File: config.mk
export PLATFORM = sky130hd
export DESIGN_NAME = mmio_uart_counters_flat
export DESIGN_NICKNAME = d
export VERILOG_FILES = /design/src/rtl/mmio_uart_counters_if.sv /design/src/rtl/mmio_uart_counters.sv /design/src/flat_wrapper.sv
export SDC_FILE = /design/constraint.sdc
export NUM_CORES = 1
export LEC_CHECK = 0
export CAP_MARGIN = 30
export CORE_MARGIN = 8
export CORE_UTILIZATION = 54
export CTS_BUF_LIST = sky130_fd_sc_hd__clkbuf_8 sky130_fd_sc_hd__clkbuf_16
export DETAILED_ROUTE_END_ITERATION = 16
export PLACE_DENSITY = 0.95
export SLEW_MARGIN = 0
export SYNTH_ARGS = -nofsm -noshare
export SYNTH_HDL_FRONTEND = slang
export SYNTH_SLANG_ARGS = --single-unit
File: constraint.sdc
create_clock -name clk -period 2.9 [get_ports clk]
set_clock_uncertainty 0.2 [all_clocks]
set_input_delay 0.435 -clock clk [delete_from_list [all_inputs] [get_ports clk]]
set_output_delay 0.435 -clock clk [all_outputs]
set_load 0.05 [all_outputs]
File: src/rtl/mmio_uart_counters_if.sv
// EX-stage MMIO access bus between the pipeline controller and the MMIO unit.
// The MMIO unit returns load data one cycle later, in the MEM/WB cycle.
interface mmio_uart_counters_if;
  logic [2:0]  ex_mmap_sel;
  logic [31:0] ex_addr;
  logic [31:0] ex_wdata;
  logic        inst_retire;
  logic [31:0] mmio_rdata;

  modport master (
    output ex_mmap_sel,
    output ex_addr,
    output ex_wdata,
    output inst_retire,
    input  mmio_rdata
  );

  modport slave (
    input  ex_mmap_sel,
    input  ex_addr,
    input  ex_wdata,
    input  inst_retire,
    output mmio_rdata
  );
endinterface

File: src/rtl/mmio_uart_counters.sv
// MMIO unit: UART RX/TX holding bytes plus cycle and retired-instruction counters,
// decoded from EX-stage accesses, with registered load data for writeback.
module mmio_uart_counters #(
  parameter logic [31:0] MMIO_BASE = 32'h8000_0000,
  parameter int unsigned CNT_W     = 32
) (
  input  logic                   clk,
  input  logic                   rst,
  mmio_uart_counters_if.slave    bus,
  input  logic [7:0]             uart_rx_data,
  input  logic                   uart_rx_valid,
  output logic                   uart_rx_ready,
  output logic [7:0]             uart_tx_data,
  output logic                   uart_tx_valid,
  input  logic                   uart_tx_ready
);

  localparam logic [2:0]       SEL_LOAD  = 3'd1;
  localparam logic [2:0]       SEL_STORE = 3'd2;
  localparam logic [31:0]      ADDR_CTRL = MMIO_BASE + 32'h0000_0000;
  localparam logic [31:0]      ADDR_RX   = MMIO_BASE + 32'h0000_0004;
  localparam logic [31:0]      ADDR_TX   = MMIO_BASE + 32'h0000_0008;
  localparam logic [31:0]      ADDR_CC   = MMIO_BASE + 32'h0000_0010;
  localparam logic [31:0]      ADDR_IC   = MMIO_BASE + 32'h0000_0014;
  localparam logic [31:0]      ADDR_RST  = MMIO_BASE + 32'h0000_0018;
  localparam logic [CNT_W-1:0] CNT_ZERO  = CNT_W'(0);
  localparam logic [CNT_W-1:0] CNT_ONE   = CNT_W'(1);

  function automatic logic [31:0] zext_cnt(input logic [CNT_W-1:0] v);
    zext_cnt           = 32'h0000_0000;
    zext_cnt[CNT_W-1:0] = v;
  endfunction

  logic             rx_full_r, tx_full_r;
  logic [7:0]       rx_byte_r, tx_byte_r;
  logic [CNT_W-1:0] cyc_cnt_r, inst_cnt_r;
  logic [31:0]      rdata_r;

  logic             rx_full_nxt_s, tx_full_nxt_s;
  logic [7:0]       rx_byte_nxt_s, tx_byte_nxt_s;
  logic [CNT_W-1:0] cyc_cnt_nxt_s, inst_cnt_nxt_s;
  logic [31:0]      rdata_nxt_s;

  logic is_load_s, is_store_s;
  logic rx_pop_s, rx_cap_s, tx_push_s, tx_done_s, cnt_clr_s;
  logic unused_wdata_s;

  assign is_load_s      = (bus.ex_mmap_sel == SEL_LOAD);
  assign is_store_s     = (bus.ex_mmap_sel == SEL_STORE);
  assign rx_pop_s       = is_load_s && (bus.ex_addr == ADDR_RX) && rx_full_r;
  assign rx_cap_s       = uart_rx_valid && !rx_full_r;
  // Handshake is evaluated against the pre-edge tx_full, so a colliding store is dropped.
  assign tx_done_s      = tx_full_r && uart_tx_ready;
  assign tx_push_s      = is_store_s && (bus.ex_addr == ADDR_TX) && !tx_full_r;
  assign cnt_clr_s      = is_store_s && (bus.ex_addr == ADDR_RST);
  assign unused_wdata_s = ^bus.ex_wdata[31:8];

  // Read mux: values sampled before this edge's updates; anything unreadable returns zero.
  always_comb begin
    rdata_nxt_s = 32'h0000_0000;
    if (!is_load_s) begin
      rdata_nxt_s = 32'h0000_0000;
    end else if (bus.ex_addr == ADDR_CTRL) begin
      rdata_nxt_s = {30'b0, rx_full_r, !tx_full_r};
    end else if (bus.ex_addr == ADDR_RX) begin
      rdata_nxt_s = {24'b0, rx_byte_r};
    end else if (bus.ex_addr == ADDR_CC) begin
      rdata_nxt_s = zext_cnt(cyc_cnt_r);
    end else if (bus.ex_addr == ADDR_IC) begin
      rdata_nxt_s = zext_cnt(inst_cnt_r);
    end else begin
      rdata_nxt_s = 32'h0000_0000;
    end
  end

  // Next-state for the holding buffers and counters.
  always_comb begin
    rx_full_nxt_s  = rx_full_r;
    rx_byte_nxt_s  = rx_byte_r;
    tx_full_nxt_s  = tx_full_r;
    tx_byte_nxt_s  = tx_byte_r;
    cyc_cnt_nxt_s  = cyc_cnt_r + CNT_ONE;
    inst_cnt_nxt_s = inst_cnt_r + (bus.inst_retire ? CNT_ONE : CNT_ZERO);

    if (rx_pop_s) begin
      rx_full_nxt_s = 1'b0;
    end else if (rx_cap_s) begin
      rx_full_nxt_s = 1'b1;
      rx_byte_nxt_s = uart_rx_data;
    end else begin
      rx_full_nxt_s = rx_full_r;
    end

    if (tx_done_s) begin
      tx_full_nxt_s = 1'b0;
    end else if (tx_push_s) begin
      tx_full_nxt_s = 1'b1;
      tx_byte_nxt_s = bus.ex_wdata[7:0];
    end else begin
      tx_full_nxt_s = tx_full_r;
    end

    if (cnt_clr_s) begin
      cyc_cnt_nxt_s  = CNT_ZERO;
      inst_cnt_nxt_s = CNT_ZERO;
    end else begin
      cyc_cnt_nxt_s  = cyc_cnt_r + CNT_ONE;
    end
  end

  // State and registered load data.
  always_ff @(posedge clk or negedge rst) begin
    if (!rst) begin
      rx_full_r  <= 1'b0;
      tx_full_r  <= 1'b0;
      rx_byte_r  <= 8'h00;
      tx_byte_r  <= 8'h00;
      cyc_cnt_r  <= CNT_ZERO;
      inst_cnt_r <= CNT_ZERO;
      rdata_r    <= 32'h0000_0000;
    end else begin
      rx_full_r  <= rx_full_nxt_s;
      tx_full_r  <= tx_full_nxt_s;
      rx_byte_r  <= rx_byte_nxt_s;
      tx_byte_r  <= tx_byte_nxt_s;
      cyc_cnt_r  <= cyc_cnt_nxt_s;
      inst_cnt_r <= inst_cnt_nxt_s;
      rdata_r    <= rdata_nxt_s;
    end
  end

  assign bus.mmio_rdata = rdata_r;
  assign uart_rx_ready  = !rx_full_r;
  assign uart_tx_valid  = tx_full_r;
  assign uart_tx_data   = tx_byte_r;

endmodule
File: src/flat_wrapper.sv
// flat-port wrapper written by rule: the top's interface ports become plain ports
module mmio_uart_counters_flat 
#(
  parameter logic [31:0] MMIO_BASE = 32'h8000_0000,
  parameter int unsigned CNT_W     = 32
)
  (clk, rst, uart_rx_data, uart_rx_valid, uart_rx_ready, uart_tx_data, uart_tx_valid, uart_tx_ready, bus_ex_mmap_sel, bus_ex_addr, bus_ex_wdata, bus_inst_retire, bus_mmio_rdata);
  mmio_uart_counters_if bus_i ();
  input  logic clk;
  input  logic rst;
  input  logic [7:0] uart_rx_data;
  input  logic uart_rx_valid;
  output logic uart_rx_ready;
  output logic [7:0] uart_tx_data;
  output logic uart_tx_valid;
  input  logic uart_tx_ready;
  input wire logic [$bits(bus_i.ex_mmap_sel)-1:0] bus_ex_mmap_sel;
  input wire logic [$bits(bus_i.ex_addr)-1:0] bus_ex_addr;
  input wire logic [$bits(bus_i.ex_wdata)-1:0] bus_ex_wdata;
  input wire logic [$bits(bus_i.inst_retire)-1:0] bus_inst_retire;
  output wire logic [$bits(bus_i.mmio_rdata)-1:0] bus_mmio_rdata;
  assign bus_i.ex_mmap_sel = bus_ex_mmap_sel;
  assign bus_i.ex_addr = bus_ex_addr;
  assign bus_i.ex_wdata = bus_ex_wdata;
  assign bus_i.inst_retire = bus_inst_retire;
  assign bus_mmio_rdata = bus_i.mmio_rdata;
  mmio_uart_counters #(.MMIO_BASE(MMIO_BASE), .CNT_W(CNT_W)) u_core (.clk(clk), .rst(rst), .bus(bus_i), .uart_rx_data(uart_rx_data), .uart_rx_valid(uart_rx_valid), .uart_rx_ready(uart_rx_ready), .uart_tx_data(uart_tx_data), .uart_tx_valid(uart_tx_valid), .uart_tx_ready(uart_tx_ready));
endmodule
After elaboration in Yosys (flattened, before gate mapping)

Cells that the tools add are included.

Register bits: 114
Input port bits: 80
Output and inout port bits: 42
Word-level logic and storage cells: 44

Add/sub/neg operators: 2
Eq/ne operators: 8
Mux-type cells: 12
Bitwise operators: 2
Reductions and logical operators: 13

Operators with widths:

| cell                                          | number |
|---|---|
| two-way mux 32 bit                            | 7 |
| == test 32 bit, second input constant         | 6 |
| adder 32 x 1 -> 32 bit, second input constant | 1 |
| adder 32 bit                                  | 1 |
| logical AND 1 bit                             | 7 |
| two-way mux 1 bit                             | 5 |
| AND reduction 2 bit                           | 2 |
| nonzero test 2 bit                            | 2 |
| == test 3 x 1 -> 1 bit, second input constant | 1 |
| == test 3 x 2 -> 1 bit, second input constant | 1 |
| zero test 1 bit                               | 2 |
| NOT 1 bit                                     | 2 |

Longest topological paths before layout

Depth after elaboration: 6
Mapped depth: 7
Depth with buffers taken out: 7

Least setup slack after synthesis

No wires, ideal clock.

Path type: input-to-reg
Start point: input bus_inst_retire
End point: register u_core.inst_cnt_r[26]
Setup time: 0.132 ns
Arrival time: 1.725 ns
Required time: 2.568 ns
Slack: 0.843 ns
Stages: 7
Buffers on the path: 0
Cell sequence: ha_1 ha_1 nand2_1 nor4_4 nand4_1 xor2_1 nor2_1

Word-level cells in the longest chain between the ends: 3

Ends and longest elaborated chain:

| element                       | RTL line                  | source |
|---|---|---|
| start, declared               | flat_wrapper.sv:20        | `input wire logic [$bits(bus_i.inst_retire)-1:0] bus_inst_retire;` |
| two-way mux 1 bit             | mmio_uart_counters.sv:83  | `inst_cnt_nxt_s = inst_cnt_r + (bus.inst_retire ? CNT_ONE : CNT_ZERO);` |
| adder 32 bit                  | mmio_uart_counters.sv:83  |  |
| two-way mux 32 bit            | mmio_uart_counters.sv:103 | `if (cnt_clr_s) begin` |
| via u_core.inst_cnt_nxt_s[26] | mmio_uart_counters.sv:41  | `logic [CNT_W-1:0] cyc_cnt_nxt_s, inst_cnt_nxt_s;` |
| end signal, assigned          | mmio_uart_counters.sv:127 | `inst_cnt_r <= inst_cnt_nxt_s;` |
| end, declared                 | mmio_uart_counters.sv:36  | `logic [CNT_W-1:0] cyc_cnt_r, inst_cnt_r;` |

The timed path passes the listed nets, and every way through them passes these cells.
A chain may end at the register's enable or synchronous reset.

Worst setup path after layout

Start point: register u_core.rx_full_r
End point: output uart_rx_ready

Word-level cells in the longest chain between the ends: 1

Ends and longest elaborated chain:

| element                | RTL line                  | source |
|---|---|---|
| start, declared        | mmio_uart_counters.sv:34  | `logic rx_full_r, tx_full_r;` |
| start signal, assigned | mmio_uart_counters.sv:122 | `rx_full_r <= rx_full_nxt_s;` |
| zero test 1 bit        | mmio_uart_counters.sv:133 | `assign uart_rx_ready = !rx_full_r;` |
| end, declared          | flat_wrapper.sv:13        | `output logic uart_rx_ready;` |

Every way passes these cells.

==> metrics.json <==
{
  "num_vias": 4456,
  "cts.repair_timing.setup_buffer_count": 0,
  "final_min_period_over_clock_period_pct": 85.28,
  "final.setup.tns_ps": 0,
  "max_cap_violations": 0,
  "timing.final.hold_violations": 0,
  "setup_violations": 0,
  "finish.cell_count_without_fillers": 758,
  "drtIter0Drc": 291,
  "synthTopCellsByArea": "dfrtp_1 (53%), nor2_1 (7.5%), xor2_1 (5.9%)",
  "postPlaceCellArea_sq_mm": 0.006502,
  "synth_area_sq_mm": 0.005335,
  "critical_path_arrival_ps": 1840,
  "cp-start-kind": "flop",
  "slew_headroom_pct": 52.58,
  "dp_cells": 725,
  "clock_tree.root_cell": "clkbuf_8",
  "effective_utilization_at_floorplan_pct": 55.09,
  "postSynthRegisterBits": 114,
  "grt_pass1_wl_um": 23310,
  "place_congestion": 0.8786,
  "routedWlPerCell_um": 18.99,
  "synth.yosys.warnings": 0,
  "synthCells": 506,
  "route.final.wire_length_um": 14400,
  "number_of_nets_in_the_layout": 695,
  "post_synth.cell_area_avg_sq_um": 10.54,
  "die_w_um": 115.4,
  "grt_max_degree": 51,
  "cts_htree_levels": 4,
  "slowest_delay_ps": 810,
  "fmaxAchievable_mhz": 404.3,
  "synth_edf_count": 0,
  "residual_drc_count": 0,
  "clock_latency_ps": 520,
  "die-area_sq_mm": 0.01332,
  "antenna_cells": 0,
  "run_status": "completed",
  "leakage_power_of_the_design_nw": 3.043,
  "rsz0062_at_grt": "no",
  "synth.top_cell.area_share_pct": 53.47,
  "max_slew.worst_pin.slew_ps": 704.8,
  "critPathSlowestCell": "clkdlybuf4s50_1",
  "whs_path_cells": 2,
  "async_reset_ff_share_pct": 100.0,
  "cts_tree": "built",
  "fin_ws_ps": 426.8,
  "grt_pass1_vias": 4723,
  "final_cell_area_sq_mm": 0.007097,
  "fp-row-count": 36,
  "grt_antenna_before_repair": 0,
  "min-delay-path-class": "primary input to flop",
  "port_buffers": 97,
  "cts.path.max_buffers": 2,
  "postSynthNetCount": 589,
  "vdd_drop_max_mv": 0.3082,
  "critical_path_sink_type": "primary output",
  "cts.clk_slew.worst_paths_ps": 60,
  "post-route-min-period_ps": 2473,
  "reg2reg_depth": 5,
  "crit_chain": "inv_1, clkdlybuf4s50_1",
  "netlist-cell-type-count": 39,
  "cts_num_sinks": 114,
  "postSynth.topFlopCell": "dfrtp_1",
  "postRouteAntennaNets": 0,
  "timing_max_transition_violations_final": 0,
  "post_drt_via_cell_ratio": 5.879,
  "synth_area_leader_cell": "dfrtp_1",
  "ios": 122,
  "grt_use_total_pct": 22.68,
  "path_class": "flop to primary output",
  "final_layout_size_suffix_gt1_share_pct": 12.96,
  "dp_hpwl_um": 9464,
  "areaGrowthSynthToFinish_pct": 33.02,
  "power_density_mw_per_mm2": 571.8,
  "place_ws_ps": 63.58,
  "synth.yosys.seq_area_share_pct": 53.47,
  "worst-endpoint-required_ps": 2270,
  "fillerInstances": 627,
  "timing.reg2reg.setup_slack_ps": 760,
  "cts_inserted_buffers": 17,
  "finalHoldWorstSlack_ps": 258.8,
  "die_h_um": 115.4,
  "design.core.area_sq_mm": 0.009684,
  "grt-ovfl-total": 0,
  "first_pass_iters": 5,
  "worst_path_fanout_max": 5
}
[state kept, by name, indices dropped and copies added, names as in the netlist]
register / cells
u_core.bus.mmio_rdata: 32
u_core.cyc_cnt_r: 32
u_core.inst_cnt_r: 32
u_core.rx_byte_r: 8
u_core.uart_tx_data: 8
u_core.rx_full_r: 1
u_core.uart_tx_valid: 1
[where the power goes]
part,internal (mW),leakage [nW],switching (mW)
Sequential,1.65,1.54,0.0756
Combinational,0.151,1.21,0.127
Clock,1.34,0.296,0.716
[kinds of logic (layout without fill, tap and decap cells)]
group | Yosys count | count (layout) | synth area share [%]
AOI/OAI and AO/OA | 43 | 43 | 5.980
xor gates and xnor gates | 58 | 58 | 9.521
adders and majority gates | 3 | 3 | 0.7036
buffers and inverters | 32 | 151 | 2.650
DFF | 114 | 114 | 53.47
muxes | 18 | 18 | 4.221
and+or+nand+nor | 238 | 238 | 23.45
[critical path: cells and delay by family (launching register included)]
| kind | cells | cell delay [ps] |
|---|---|---|
| DFF | 1 | 420 |
| buffers and inverters | 2 | 890 |
[area by class of cell]
cell class / instances / area, sq um / share of cell area (%)
inverters: 6 / 22.52 / 0.3173
clock inverters: 13 / 142.6 / 2.010
multi-input cells: 360 / 2342 / 33.00
flip-flops and latches: 114 / 2853 / 40.20
repair buffers: 113 / 1129 / 15.90
clock buffers: 19 / 441.7 / 6.224
well taps: 133 / 166.4 / 2.345
[Yosys cell counts (5+ instances only)]
cell type and number:
and4_1 8, clkbuf_1 12, nor2b_1 5, xor2_1 36, nand4_1 22, buf_2 8
mux2_2 16, o2111a_1 6, and3_1 12, nor3_1 7, nand3_1 35, xnor2_1 22
dfrtp_1 114, nor2_1 106, nand2_1 14, nor4_1 7, inv_1 6, a21oi_1 8
nor4_2 6, a22oi_1 24
[worst paths after layout]
check                                                 endpoint                             from
setup / recovery                                 uart_rx_ready     u_core.rx_full_r$_DFFE_PN0P_
min in group asynchronous  u_core.bus.mmio_rdata[13]$_DFF_PN0_                              rst
setup reg to reg                u_core.cyc_cnt_r[25]$_DFF_PN0_   u_core.cyc_cnt_r[14]$_DFF_PN0_
hold / removal                u_core.uart_tx_valid$_DFFE_PN0P_                    uart_tx_ready
hold reg to reg                u_core.rx_byte_r[3]$_DFFE_PN0P_  u_core.rx_byte_r[3]$_DFFE_PN0P_
max in group asynchronous  u_core.bus.mmio_rdata[16]$_DFF_PN0_                              rst
[through the flow]
stage / total power [mW] / utilization [%]
detailed placement: 2.022 / 67.14
global route: 4.182 / 73.28
finish: 4.058 / 73.28
global placement: 2.006 / 67.14
CTS: 4.063 / 73.28
floorplan: 1.854 / -
[layer usage]
| metal | wire [um] | vias to the layer above | GRT usage (%) |
|---|---|---|---|
| met4 | 267 | 0 | 10.51 |
| li1 | - | 1992 | - |
| met2 | 7349 | 251 | 38.53 |
| met5 | 0 | - | 0 |
| met3 | 1470 | 25 | 8.561 |
| met1 | 5306 | 2188 | 24.56 |
[cell usage in the layout (no fill, tap or decap), drive strengths merged, types with 14 or more instances in the layout]
master         synthesis  routed
dfrtp                114     114
nor2                 110     110
clkdlybuf4s50          0      96
xor2                  36      36
nand3                 35      35
a22oi                 24      24
nand4                 23      23
xnor2                 22      22
clkbuf                12      19
mux2                  16      16
buf                   14      16
nor4                  15      15
nand2                 14      14
[repair_timing]
action                    in CTS  in global routing
hold endpoints to repair      48                  0
hold buffers                   1                  0
gates resized for setup        0                  0
No activity file was read; power rests on OpenSTA's default activity.
==> RTL edit: new RTL, same flow settings <==
Make the reset (`rst`) synchronous in one clocked block.
--- a/src/rtl/mmio_uart_counters.sv
+++ b/src/rtl/mmio_uart_counters.sv
@@ -109,7 +109,7 @@
   end
 
   // State and registered load data.
-  always_ff @(posedge clk or negedge rst) begin
+  always_ff @(posedge clk) begin
     if (!rst) begin
       rx_full_r  <= 1'b0;
       tx_full_r  <= 1'b0;
Formal check against the unedited RTL: differs if rst is asserted again (counterexample within 4 cycles, from zero or initial values and one cycle with rst low); with rst held inactive, the same outputs for 10 cycles.
==> RTL edit against the original RTL <==
- final area down 5.4%
- non-clock buffer count shrank 6
- sequential cell count did not move
- register-to-register slack worse by 140 ps
- total power decreased by 3.5%
- critical path depth stayed put
- first-iteration DRC count grew 5.5%
- area after synthesis decreased by 4.8%
- highest routed layer unchanged
- routed wire length is 6.9% lower
- setup slack better by 110 ps
- cell count shrank 3.0%
- worst hold slack got worse by 100 ps
==> RTL edit: results (changes against the original RTL) <==
[layout]
layout-drive-gt1-share_pct=13.62  ; +0.66 points
diodes=0  ; unchanged
fillers=599  ; -4.5%
final_cells=735  ; -3.0%

[critical_path]
cp-end-kind=output port
rr_endpoint=u_core.cyc_cnt_r[30]
cp.arrival_ps=1720  ; -120 ps
reg2regPathDepth=6  ; +1
reg2reg_slack_ps=620  ; -140 ps
worstReg2RegStart=u_core.cyc_cnt_r[0]
crit_fanout=5  ; unchanged

[run_status]
status=finished, final reports clean

[worst_hold_path]
hold_start=bus_ex_addr[2]
hold_end=u_core.inst_cnt_r[0]
whs_path_depth=3  ; +1
hp-class=in2reg

[drt]
via_per_inst=5.682  ; -3.4%
firstDrtPassIters=5  ; unchanged
drt_iter0_markers=307  ; +5.5%
avgRoutedWirePerCell_um=18.23  ; -4.0%

[cts]
clkLatencyLatePin_ps=520  ; about the same
clk_pin_slew_ps=50
root_buffer=clkbuf_8
clockBufferDepth=2  ; unchanged
cts_hold_buf=0  ; -1
cts_resized=0  ; unchanged
post_cts_buffers=0  ; unchanged
cts_buffers=17  ; unchanged
h-tree-depth=4  ; unchanged

[placement]
place_inst=704  ; -2.9%
place_congestion=0.7924  ; -9.8%
place.port_buffers=97  ; unchanged
place_hpwl_um=9159  ; -3.2%
placed_area_sq_um=6108  ; -6.1%

[flow_run]
maxCapViolCount=0  ; unchanged

[pwr]
power_leakage_nw=2.392  ; -21%
ir_worst_vdd_mv=0.4749  ; +54%

[logic_synthesis]
syn_nets=591  ; +0.34%
async_reset_ff_share_pct=0  ; -100 points
avgSynthCellArea_sq_um=10.00  ; -5.1%
synth_common_cells=114 x dfxtp_1, 78 x nor2_1, 41 x mux2i_1
synth-seq-area-share_pct=44.92  ; -8.6 points
yosysWarningCount=0  ; unchanged
ys_top_cells_by_area=dfxtp_1 45%, mux2i_1 8.1%, xor2_1 5.9%
synth.distinct_cells=46  ; +18%

[global_route]
track_usage_pct=21.36  ; -1.3 points
antenna_found_initial=0  ; unchanged
grt_max_degree=62  ; +22%
grt_pass1_vias=4353  ; -7.8%
grt_pass1_wl_um=21780  ; -6.6%

[timing]
worst_slew_pin_slew_ps=679.0  ; -25.85 ps
holdWs_ps=156.6  ; -102.2 ps

-- RTL edit: logic make-up after synthesis --
kind of cell / count (synthesis) / synth area share (%)
and+or+nand+nor: 237 / 28.34
xor gates and xnor gates: 55 / 9.481
muxes: 48 / 9.850
buffers and inverters: 31 / 4.161
adders and majority gates: 3 / 0.7388
DFF: 114 / 44.92
AOI/OAI and AO/OA: 20 / 2.511
-- RTL edit: per-layer routing --
layer  global-route usage [%]  vias to the layer above  wire length (um)
met5                        0                        -                 0
li1                         -                     1957                 -
met2                    37.94                      150              6979
met3                    5.325                       45               718
met4                    12.43                        0               537
met1                    22.51                     2024              5166
-- RTL edit: stage by stage --
stage          worst slack [ps]  util (%)
2_1_floorplan             812.5         -
3_3_place_gp              208.0     66.42
3_5_place_dp              146.6     66.42
4_1_cts                   525.7     73.01
5_1_grt                   470.8     73.01
6_report                  541.4     73.01
-- RTL edit: area by class of cell --
class                           instances  area [sq um]  share of cell area, %
Timing Repair Buffer                  107          1066                  15.88
Inverter                                9         33.78                 0.5032
Tap cell                              111         138.9                  2.069
Clock inverter                         12         163.9                  2.441
Sequential cell                       114          2282                  33.99
Clock buffer                           19         441.7                  6.578
Multi-Input combinational cell        363          2587                  38.54
-- RTL edit: critical path, stage by stage, from the launching register on --
cell             delay (ps)
dfxtp_1                 350
inv_1                    60
clkdlybuf4s50_1         790
-- RTL edit: worst max-delay path by stage --
| stage | from | end | slack, ps | cells after the start |
|---|---|---|---|---|
| after global routing | bus_ex_addr[17] | u_core.inst_cnt_r[5] | 470 | 7 |
| after global placement | bus_ex_addr[20] | u_core.inst_cnt_r[17] | 210 | 7 |
| after detailed placement | bus_inst_retire | u_core.inst_cnt_r[26] | 150 | 8 |
| final | u_core.rx_full_r | uart_rx_ready | 540 | 2 |
| after CTS | u_core.rx_full_r | uart_rx_ready | 530 | 2 |
| after floorplan | bus_inst_retire | u_core.inst_cnt_r[20] | 810 | 8 |
-- RTL edit: report_power, final --
group | total [mW] | switching [mW] | internal, mW
logic | 0.188 | 0.0774 | 0.111
registers | 1.59 | 0.0122 | 1.58
clock network | 2.13 | 0.711 | 1.42
